$ cat src/rtl/alu_iter_if.sv
// alu_iter_if: request/result handshake bundle for the alu_iter execute stage.
//
// Signals (named from the ALU's point of view):
//   flush      abort of any in-flight or held operation (issue side drives)
//   in_valid   operation request            in_ready   ALU can accept
//   op[4:0]    operation code               a, b[N-1:0] operands
//   out_valid  result/zero/err valid        out_ready  writeback accepts
//   result     operation result             zero       compare flag
//   err        illegal or disabled opcode
//
// Modports:
//   master  issue/writeback side (drives requests, consumes results)
//   slave   the ALU itself
interface alu_iter_if #(
    parameter int N = 64
);
    logic         flush;
    logic         in_valid;
    logic         in_ready;
    logic [4:0]   op;
    logic [N-1:0] a;
    logic [N-1:0] b;
    logic         out_valid;
    logic         out_ready;
    logic [N-1:0] result;
    logic         zero;
    logic         err;

    modport master (
        output flush, in_valid, op, a, b, out_ready,
        input  in_ready, out_valid, result, zero, err
    );

    modport slave (
        input  flush, in_valid, op, a, b, out_ready,
        output in_ready, out_valid, result, zero, err
    );
endinterface

$ cat src/rtl/alu_iter.sv
// alu_iter: execute-stage ALU with valid/ready handshake.
//
// Single-cycle ops (add/sub/logic/shift/compare, illegal opcodes and divide
// special cases) are accepted straight into DONE. Multiply, divide and
// remainder iterate one bit per cycle for N cycles plus one sign fix-up cycle.
// The result is held in DONE until out_ready; flush drops everything.
//
// Ports:
//   clk  rising-edge clock
//   rst  asynchronous active-high reset
//   bus  alu_iter_if.slave (flush, in_valid/in_ready, op, a, b,
//        out_valid/out_ready, result, zero, err)
//
// Configuration macro:
//   ALU_ITER_MULDIV_EN  when defined, opcodes 0x10-0x16 (MUL, MULH, MULHU,
//                       DIV, DIVU, REM, REMU) and the iterative datapath are
//                       built; otherwise those opcodes report err=1.
module alu_iter #(
    parameter int N = 64
) (
    input logic       clk,
    input logic       rst,
    alu_iter_if.slave bus
);
    localparam int SW = $clog2(N);

    typedef enum logic [4:0] {
        OP_ADD   = 5'h01,
        OP_SUB   = 5'h02,
        OP_AND   = 5'h03,
        OP_OR    = 5'h04,
        OP_XOR   = 5'h05,
        OP_SLL   = 5'h06,
        OP_SRL   = 5'h07,
        OP_SRA   = 5'h08,
        OP_EQ    = 5'h09,
        OP_NE    = 5'h0A,
        OP_LEU   = 5'h0B,
        OP_LTU   = 5'h0C,
        OP_GEU   = 5'h0D,
        OP_GTU   = 5'h0E,
        OP_LT    = 5'h0F,
        OP_MUL   = 5'h10,
        OP_MULH  = 5'h11,
        OP_MULHU = 5'h12,
        OP_DIV   = 5'h13,
        OP_DIVU  = 5'h14,
        OP_REM   = 5'h15,
        OP_REMU  = 5'h16
    } op_e;

`ifdef ALU_ITER_MULDIV_EN
    typedef enum logic [1:0] {S_IDLE, S_MUL, S_DIV, S_DONE} state_e;
    localparam int CNT_W = $clog2(N + 1);
    localparam logic [N-1:0] MIN_VAL = {1'b1, {(N-1){1'b0}}};
`else
    typedef enum logic {S_IDLE, S_DONE} state_e;
`endif

    state_e       state_q, state_d;
    logic [N-1:0] result_q, result_d;
    logic         zero_q, zero_d;
    logic         err_q, err_d;

    // Decode of the incoming request (single-cycle result and routing).
    logic [N-1:0] sc_result;
    logic         sc_zero;
    logic         sc_err;
    logic         cmp;
    logic         flag;
    logic [SW-1:0] sh;

`ifdef ALU_ITER_MULDIV_EN
    logic            go_mul;
    logic            go_div;
    logic            a_sgn, b_sgn;
    logic [N-1:0]    a_mag, b_mag;

    logic [4:0]      op_q, op_d;
    logic            neg_q, neg_d;      // quotient/product must be negated
    logic            dneg_q, dneg_d;    // dividend was negative (remainder sign)
    logic [CNT_W-1:0] cnt_q, cnt_d;
    logic [2*N-1:0]  acc_q, acc_d;      // product accumulator
    logic [2*N-1:0]  mcand_q, mcand_d;  // multiplicand, shifted left each step
    logic [N-1:0]    mplier_q, mplier_d;// multiplier, shifted right each step
    logic [N-1:0]    rem_q, rem_d;      // partial remainder
    logic [N-1:0]    quo_q, quo_d;      // dividend bits out, quotient bits in
    logic [N-1:0]    dvs_q, dvs_d;      // divisor magnitude

    logic [2*N-1:0]  prod;
    logic [N:0]      rem_shift;
    logic [N:0]      diff;
    logic [N-1:0]    quo_fix;
    logic [N-1:0]    rem_fix;
`endif

    always_comb begin
        sh        = bus.b[SW-1:0];
        sc_result = '0;
        sc_err    = 1'b0;
        cmp       = 1'b0;
        flag      = 1'b0;
`ifdef ALU_ITER_MULDIV_EN
        go_mul    = 1'b0;
        go_div    = 1'b0;
        // Only MULH, DIV and REM work on signed magnitudes.
        a_sgn     = (bus.op == OP_MULH || bus.op == OP_DIV || bus.op == OP_REM) && bus.a[N-1];
        b_sgn     = (bus.op == OP_MULH || bus.op == OP_DIV || bus.op == OP_REM) && bus.b[N-1];
        a_mag     = a_sgn ? -bus.a : bus.a;
        b_mag     = b_sgn ? -bus.b : bus.b;
`endif
        case (bus.op)
            OP_ADD:  sc_result = bus.a + bus.b;
            OP_SUB:  sc_result = bus.a - bus.b;
            OP_AND:  sc_result = bus.a & bus.b;
            OP_OR:   sc_result = bus.a | bus.b;
            OP_XOR:  sc_result = bus.a ^ bus.b;
            OP_SLL:  sc_result = bus.a << sh;
            OP_SRL:  sc_result = bus.a >> sh;
            OP_SRA:  sc_result = $signed(bus.a) >>> sh;
            OP_EQ:   begin cmp = 1'b1; flag = (bus.a == bus.b); end
            OP_NE:   begin cmp = 1'b1; flag = (bus.a != bus.b); end
            OP_LEU:  begin cmp = 1'b1; flag = (bus.a <= bus.b); end
            OP_LTU:  begin cmp = 1'b1; flag = (bus.a <  bus.b); end
            OP_GEU:  begin cmp = 1'b1; flag = (bus.a >= bus.b); end
            OP_GTU:  begin cmp = 1'b1; flag = (bus.a >  bus.b); end
            OP_LT:   begin cmp = 1'b1; flag = ($signed(bus.a) < $signed(bus.b)); end
`ifdef ALU_ITER_MULDIV_EN
            OP_MUL, OP_MULH, OP_MULHU: go_mul = 1'b1;
            OP_DIV, OP_DIVU, OP_REM, OP_REMU: begin
                // Divide-by-zero and signed overflow finish immediately.
                if (bus.b == '0) begin
                    sc_result = (bus.op == OP_DIV || bus.op == OP_DIVU) ? '1 : bus.a;
                end else if ((bus.op == OP_DIV || bus.op == OP_REM) &&
                             bus.a == MIN_VAL && bus.b == '1) begin
                    sc_result = (bus.op == OP_DIV) ? MIN_VAL : '0;
                end else begin
                    go_div = 1'b1;
                end
            end
`endif
            default: sc_err = 1'b1;
        endcase
        if (cmp) begin
            sc_result = {{(N-1){1'b0}}, flag};
        end
        sc_zero = cmp & flag;
    end

    always_comb begin
        state_d  = state_q;
        result_d = result_q;
        zero_d   = zero_q;
        err_d    = err_q;
`ifdef ALU_ITER_MULDIV_EN
        op_d      = op_q;
        neg_d     = neg_q;
        dneg_d    = dneg_q;
        cnt_d     = cnt_q;
        acc_d     = acc_q;
        mcand_d   = mcand_q;
        mplier_d  = mplier_q;
        rem_d     = rem_q;
        quo_d     = quo_q;
        dvs_d     = dvs_q;
        prod      = '0;
        rem_shift = {rem_q, quo_q[N-1]};
        diff      = rem_shift - {1'b0, dvs_q};
        quo_fix   = neg_q ? -quo_q : quo_q;
        rem_fix   = dneg_q ? -rem_q : rem_q;
`endif
        if (bus.flush) begin
            state_d = S_IDLE;
        end else begin
            case (state_q)
                S_IDLE: begin
                    if (bus.in_valid) begin
`ifdef ALU_ITER_MULDIV_EN
                        op_d = bus.op;
                        if (go_mul) begin
                            state_d  = S_MUL;
                            acc_d    = '0;
                            mcand_d  = {{N{1'b0}}, a_mag};
                            mplier_d = b_mag;
                            neg_d    = a_sgn ^ b_sgn;
                            cnt_d    = CNT_W'(N);
                        end else if (go_div) begin
                            state_d = S_DIV;
                            rem_d   = '0;
                            quo_d   = a_mag;
                            dvs_d   = b_mag;
                            neg_d   = a_sgn ^ b_sgn;
                            dneg_d  = a_sgn;
                            cnt_d   = CNT_W'(N);
                        end else
`endif
                        begin
                            state_d  = S_DONE;
                            result_d = sc_result;
                            zero_d   = sc_zero;
                            err_d    = sc_err;
                        end
                    end
                end
`ifdef ALU_ITER_MULDIV_EN
                S_MUL: begin
                    if (cnt_q != '0) begin
                        if (mplier_q[0]) begin
                            acc_d = acc_q + mcand_q;
                        end
                        mcand_d  = mcand_q << 1;
                        mplier_d = mplier_q >> 1;
                        cnt_d    = cnt_q - CNT_W'(1);
                    end else begin
                        prod     = neg_q ? -acc_q : acc_q;
                        result_d = (op_q == OP_MUL) ? prod[N-1:0] : prod[2*N-1:N];
                        zero_d   = 1'b0;
                        err_d    = 1'b0;
                        state_d  = S_DONE;
                    end
                end
                S_DIV: begin
                    if (cnt_q != '0) begin
                        // diff[N] set means the trial subtraction went negative.
                        if (!diff[N]) begin
                            rem_d = diff[N-1:0];
                            quo_d = {quo_q[N-2:0], 1'b1};
                        end else begin
                            rem_d = rem_shift[N-1:0];
                            quo_d = {quo_q[N-2:0], 1'b0};
                        end
                        cnt_d = cnt_q - CNT_W'(1);
                    end else begin
                        result_d = (op_q == OP_DIV || op_q == OP_DIVU) ? quo_fix : rem_fix;
                        zero_d   = 1'b0;
                        err_d    = 1'b0;
                        state_d  = S_DONE;
                    end
                end
`endif
                S_DONE: begin
                    if (bus.out_ready) begin
                        state_d = S_IDLE;
                    end
                end
                default: state_d = S_IDLE;
            endcase
        end
    end

    always_ff @(posedge clk or posedge rst) begin
        if (rst) begin
            state_q  <= S_IDLE;
            result_q <= '0;
            zero_q   <= 1'b0;
            err_q    <= 1'b0;
        end else begin
            state_q  <= state_d;
            result_q <= result_d;
            zero_q   <= zero_d;
            err_q    <= err_d;
        end
    end

`ifdef ALU_ITER_MULDIV_EN
    always_ff @(posedge clk or posedge rst) begin
        if (rst) begin
            op_q     <= '0;
            neg_q    <= 1'b0;
            dneg_q   <= 1'b0;
            cnt_q    <= '0;
            acc_q    <= '0;
            mcand_q  <= '0;
            mplier_q <= '0;
            rem_q    <= '0;
            quo_q    <= '0;
            dvs_q    <= '0;
        end else begin
            op_q     <= op_d;
            neg_q    <= neg_d;
            dneg_q   <= dneg_d;
            cnt_q    <= cnt_d;
            acc_q    <= acc_d;
            mcand_q  <= mcand_d;
            mplier_q <= mplier_d;
            rem_q    <= rem_d;
            quo_q    <= quo_d;
            dvs_q    <= dvs_d;
        end
    end
`endif

    assign bus.in_ready  = (state_q == S_IDLE);
    assign bus.out_valid = (state_q == S_DONE);
    assign bus.result    = result_q;
    assign bus.zero      = zero_q;
    assign bus.err       = err_q;
endmodule
$ cat src/flat_wrapper.sv
// flat-port wrapper written by rule: the top's interface ports become plain ports
module alu_iter_flat 
#(
    parameter int N = 64
)
  (clk, rst, bus_flush, bus_in_valid, bus_op, bus_a, bus_b, bus_out_ready, bus_in_ready, bus_out_valid, bus_result, bus_zero, bus_err);
  alu_iter_if #(.N(N)) bus_i ();
  input logic clk;
  input logic rst;
  input wire logic [$bits(bus_i.flush)-1:0] bus_flush;
  input wire logic [$bits(bus_i.in_valid)-1:0] bus_in_valid;
  input wire logic [$bits(bus_i.op)-1:0] bus_op;
  input wire logic [$bits(bus_i.a)-1:0] bus_a;
  input wire logic [$bits(bus_i.b)-1:0] bus_b;
  input wire logic [$bits(bus_i.out_ready)-1:0] bus_out_ready;
  output wire logic [$bits(bus_i.in_ready)-1:0] bus_in_ready;
  output wire logic [$bits(bus_i.out_valid)-1:0] bus_out_valid;
  output wire logic [$bits(bus_i.result)-1:0] bus_result;
  output wire logic [$bits(bus_i.zero)-1:0] bus_zero;
  output wire logic [$bits(bus_i.err)-1:0] bus_err;
  assign bus_i.flush = bus_flush;
  assign bus_i.in_valid = bus_in_valid;
  assign bus_i.op = bus_op;
  assign bus_i.a = bus_a;
  assign bus_i.b = bus_b;
  assign bus_i.out_ready = bus_out_ready;
  assign bus_in_ready = bus_i.in_ready;
  assign bus_out_valid = bus_i.out_valid;
  assign bus_result = bus_i.result;
  assign bus_zero = bus_i.zero;
  assign bus_err = bus_i.err;
  alu_iter #(.N(N)) u_core (.clk(clk), .rst(rst), .bus(bus_i));
endmodule
$ cat config.mk
export PLATFORM = sky130hd
export DESIGN_NAME = alu_iter_flat
export DESIGN_NICKNAME = d
export VERILOG_FILES = /design/src/rtl/alu_iter_if.sv /design/src/rtl/alu_iter.sv /design/src/flat_wrapper.sv
export SDC_FILE = /design/constraint.sdc
export NUM_CORES = 1
export LEC_CHECK = 0
export CORE_MARGIN = 3
export CORE_UTILIZATION = 55
export DETAILED_ROUTE_END_ITERATION = 8
export PLACE_DENSITY = 0.84
export SETUP_SLACK_MARGIN = 0.02
export SLEW_MARGIN = 20
export SYNTH_ARGS = -nofsm -noshare
export SYNTH_HDL_FRONTEND = slang
export SYNTH_SLANG_ARGS = --single-unit
export TNS_END_PERCENT = 50
$ cat constraint.sdc
create_clock -name clk -period 2.25 [get_ports clk]
set_input_delay 0.45 -clock clk [delete_from_list [all_inputs] [get_ports clk]]
set_output_delay 0.45 -clock clk [all_outputs]
set_load 0.1 [all_outputs]
==> results_dict.tcl, run 1 <==
set metrics [dict create \
    ys_types 95 \
    grt_max_degree 143 \
    io_buffers 205 \
    overflow 3810 \
    ys_seq_area_share_pct 7.62 \
    die_width_um 206 \
    yosys.area.top_type "ha_1" \
    hold_buffers 0 \
    start_util_pct 56.3 \
    cts_made_buffers 9 \
    ys_top_cells_by_count "nand2_1 (408), a21oi_1 (301), nor2_1 (297)" \
    synth_top_area_share_pct 12.0 \
    hpwl_mm 111 \
    synthFlopType "dfrtp_1" \
    place_ws_ns -2.42 \
    error_line "[ERROR GRT-0116] Global routing finished with congestion. Check the congestion regions in the DRC Viewer." \
    yosysMostFrequentCell "nand2_1" \
    syn_nets 3456 \
    grtUsageTotal_pct 102 \
    dp_cells 4700 \
    syn-mean-instance-area_um2 7.09 \
    clock_path_buffers 2 \
    ios 206 \
    yosys_warnings 0 \
    rows 72 \
    cts.sinks 67 \
    lastStage "global routing (5_1_grt)" \
    root_buffer "clkbuf_16" \
    ys_top_cells_by_area "ha_1 (12%), mux4_2 (10%), dfrtp_1 (7.6%)" \
    netlist_instances 3105 \
    ys_async_sr_fraction_pct 100 \
    synth-edff-count 0 \
    synth_area_um2 22000 \
    ys_seq_elements 67 \
    first_global_vias 47700 \
    gp_congestion 1.33 \
    htree_levels 3 \
    dieHeight_um 206 \
    grt_pass1_wl_mm 328 \
    status "stopped before the end" \
]
## through the flow
stage	hold WS [ns]	instance area (µm²)	TNS (ns)	utilization, %
4_1_cts	0.492	35300	-70.54	90.4
2_1_floorplan	0.517	22300	-77.70	-
3_3_place_gp	0.463	32200	-116.11	82.5
3_5_place_dp	0.476	32200	-130.89	82.5
## metal layers
layer / overflow / track usage [%]
met1: 122 / 89.1
met2: 2502 / 126
met3: 165 / 85.2
met5: 25 / 72.4
met4: 996 / 116
## timing repair
item | 4_1_cts
cloned | 5
pin swaps | 128
gates resized for setup | 686
endpoints found under the hold margin | 0
buffers inserted | 78
endpoints found under the setup margin | 65
## cell families after synthesis
kind of cell               Yosys count  synth area share (%)
buffers and inverters              445                  8.24
and+or+nand+nor                    971                  19.3
adders and majority gates          213                  12.2
xor gates and xnor gates            16                 0.637
AOI/OAI and AO/OA                 1144                  34.8
muxes                              249                  17.3
DFF                                 67                  7.62
==> inputs of run 2 (changes only) <==
- CORE_UTILIZATION: 55 -> 40
- PLACE_DENSITY: 0.84 -> not set
- PLACE_DENSITY_LB_ADDON: not set -> 0.15
- SETUP_SLACK_MARGIN: 0.02 -> not set
- clock period: 2.25 -> 2.9 ns (I/O delays scaled with it)
==> results_dict.tcl, run 2 <==
set metrics [dict create \
    root_buffer "clkbuf_16" \
    ys_top_cells_by_count "nand2_1 (408), a21oi_1 (301), nor2_1 (297)" \
    hp-start "u_core.bus.result[20]$_DFFE_PP0P_" \
    largest_reg_flops 64 \
    hold_buffers 0 \
    netlist_instances 3105 \
    violations "setup timing" \
    vias 34200 \
    peakVddDrop_uv 310 \
    wire_per_inst_um 30.0 \
    area_growth_pct 73.3 \
    ys_top_cells_by_area "ha_1 (12%), mux4_2 (10%), dfrtp_1 (7.6%)" \
    first_global_vias 32400 \
    wirelength_mm 154 \
    path_max_fanout 4 \
    period_share_pct 134 \
    power.total_w 0.0107 \
    htree_levels 3 \
    dieArea_um2 57900 \
    syn_nets 3456 \
    hold_path_class "reg -> reg" \
    yosysMostFrequentCell "nand2_1" \
    grt_max_degree 143 \
    drv_cap 0 \
    nets 4792 \
    setup_violations 65 \
    fin_crit_ns 3.88 \
    yosys.area.top_type "ha_1" \
    io_buffers 205 \
    clock_latency_ns 0.38 \
    ys_seq_elements 67 \
    reg2reg_depth 10 \
    synth_area_um2 22000 \
    start_util_pct 40.7 \
    skew_ns 0.00932 \
    p_leak_nw 17.6 \
    clock_path_buffers 2 \
    place_ws_ns -2.10 \
    clkTransAtPathRegs_ns 0.07 \
    r2r_end "u_core.bus.result[61]$_DFFE_PP0P_" \
    grt_pass1_wl_mm 215 \
    status "complete, but fails checks" \
    gp_congestion 1.14 \
    end_kind "flip-flop" \
    ys_async_sr_fraction_pct 100 \
    cts.sinks 67 \
    ys_types 95 \
    reg2reg_setup_slack_ns 0.11 \
    cts_made_buffers 9 \
    start_kind "input pin" \
    rows 85 \
    worstReg2RegStart "u_core.bus.out_valid$_DFF_PP0_" \
    grtUsageTotal_pct 49.9 \
    max_freq_mhz 258 \
    setup_ws_ns -0.979 \
    min_to "u_core.bus.result[20]$_DFFE_PP0P_" \
    final_common_cell "buf_4" \
    hpwl_mm 119 \
    coreArea_um2 54100 \
    ios 206 \
    rsz0062_at_grt "true" \
    power.density_nw_per_um2 280 \
    crit_type "in -> reg" \
    drive_gt1_share_pct 47.5 \
    drtIter0Drc 4950 \
    required_ns 3.14 \
    slew_headroom_pct 46.5 \
    layout_common_cells "buf_4 (1324), nand2_1 (390), nor2_1 (270), a21oi_1 (238), ha_1 (163)" \
    cts_tree "done" \
    ys_seq_area_share_pct 7.62 \
    dieHeight_um 241 \
    hold_depth 1 \
    ant_nets 0 \
    synthFlopType "dfrtp_1" \
    yosys_warnings 0 \
    stdcell_area_um2 38100 \
    cp.arrival_ns 4.12 \
    placed_area_um2 33400 \
    synth-edff-count 0 \
    drcViolationCount 0 \
    hold_violations 0 \
    die_width_um 241 \
    final_max_slew_viol_count 0 \
    overflow 0 \
    grt_antenna_before_repair 5 \
    synth_top_area_share_pct 12.0 \
    firstDrtPassIters 6 \
    tightest_slew_ns 0.796 \
    syn-mean-instance-area_um2 7.09 \
    vias_per_cell 6.65 \
]
run 2: cell counts after synthesis:
No cell type changed its count.
run 2: worst max-delay path: stages:
cell and delay [ns]:
buf_8 0.11, ha_4 0.15, fa_2 0.39, o21ba_4 0.23
or4_4 0.44, a2111oi_4 0.32, buf_4 0.22, o21ai_4 0.08
a211oi_4 0.33, o211ai_4 0.17, buf_6 0.18, a21oi_4 0.21
buf_6 0.13, nor2_2 0.04, a221o_1 0.31, o21ai_1 0.08
a41oi_1 0.13
run 2: power breakdown:
part	total [W]	switching, W	internal, W
combinational	0.00837	0.00476	0.00361
sequential	0.00107	0.0000668	0.00101
clock	0.00123	0.000558	0.000669
run 2: kinds of logic (layout without fill, tap and decap cells):
family          after synthesis  count (layout)  synth area share [%]
compound gates             1144            1144                  34.8
simple gates                971             971                  19.3
other cells                   0               3                     0
mux                         249             249                  17.3
fa+ha+maj                   213             213                  12.2
xor+xnor                     16              16                 0.637
flops                        67              67                  7.62
buf+inv                     445            1786                  8.24
run 2: worst max path at each step:
stage / startpoint / end / slack [ns] / cells after the start
detailed placement: bus_a[4] / u_core.bus.result[57]$_DFFE_PP0P_ / -2.10 / 16
global route: bus_a[0] / u_core.bus.result[42]$_DFFE_PP0P_ / -1.05 / 18
finish: bus_b[0] / u_core.bus.result[42]$_DFFE_PP0P_ / -0.98 / 17
global placement: bus_a[4] / u_core.bus.result[57]$_DFFE_PP0P_ / -2.01 / 16
CTS: bus_b[0] / u_core.bus.result[62]$_DFFE_PP0P_ / -1.03 / 16
floorplan: bus_b[2] / u_core.bus.result[48]$_DFFE_PP0P_ / -1.16 / 19
run 2: per-layer routing:
| layer | part of all wire, % | up-vias | GRT usage, % |
|---|---|---|---|
| li1 | - | 14300 | - |
| met1 | 35 | 16200 | 60.1 |
| met2 | 42 | 2816 | 74.6 |
| met3 | 12 | 818 | 11.7 |
| met4 | 11 | 4 | 43.9 |
| met5 | 0.017 | - | 0 |
run 2: area by class of cell:
class | instances | area (µm²)
sequential | 67 | 1680
fill | 4364 | 16000
clock buffer | 12 | 236
inverter | 197 | 769
antenna | 3 | 7.51
clock inverter | 4 | 51.3
timing repair buffer | 1573 | 12900
multi-input combinational | 2593 | 21600
tap | 696 | 871
run 2: timing repair:
item                                    CTS  global route
endpoints found under the hold margin     0             0
gates resized for setup                 494           458
pin swaps                               100           158
endpoints found under the setup margin   65            65
gates cloned                              1             7
setup buffers                            69            72
run 2: through the flow:
step	TNS [ns]	util (%)	cells	hold WS [ns]
final	-36.66	70.5	5145	0.480
after global placement	-92.63	61.6	4986	0.464
after floorplan	-44.70	-	3105	0.647
after CTS	-42.44	66.0	5071	0.485
after detailed placement	-96.65	61.6	4986	0.470
after global routing	-40.50	70.5	5144	0.499
No activity file was read; power rests on OpenSTA's default activity.
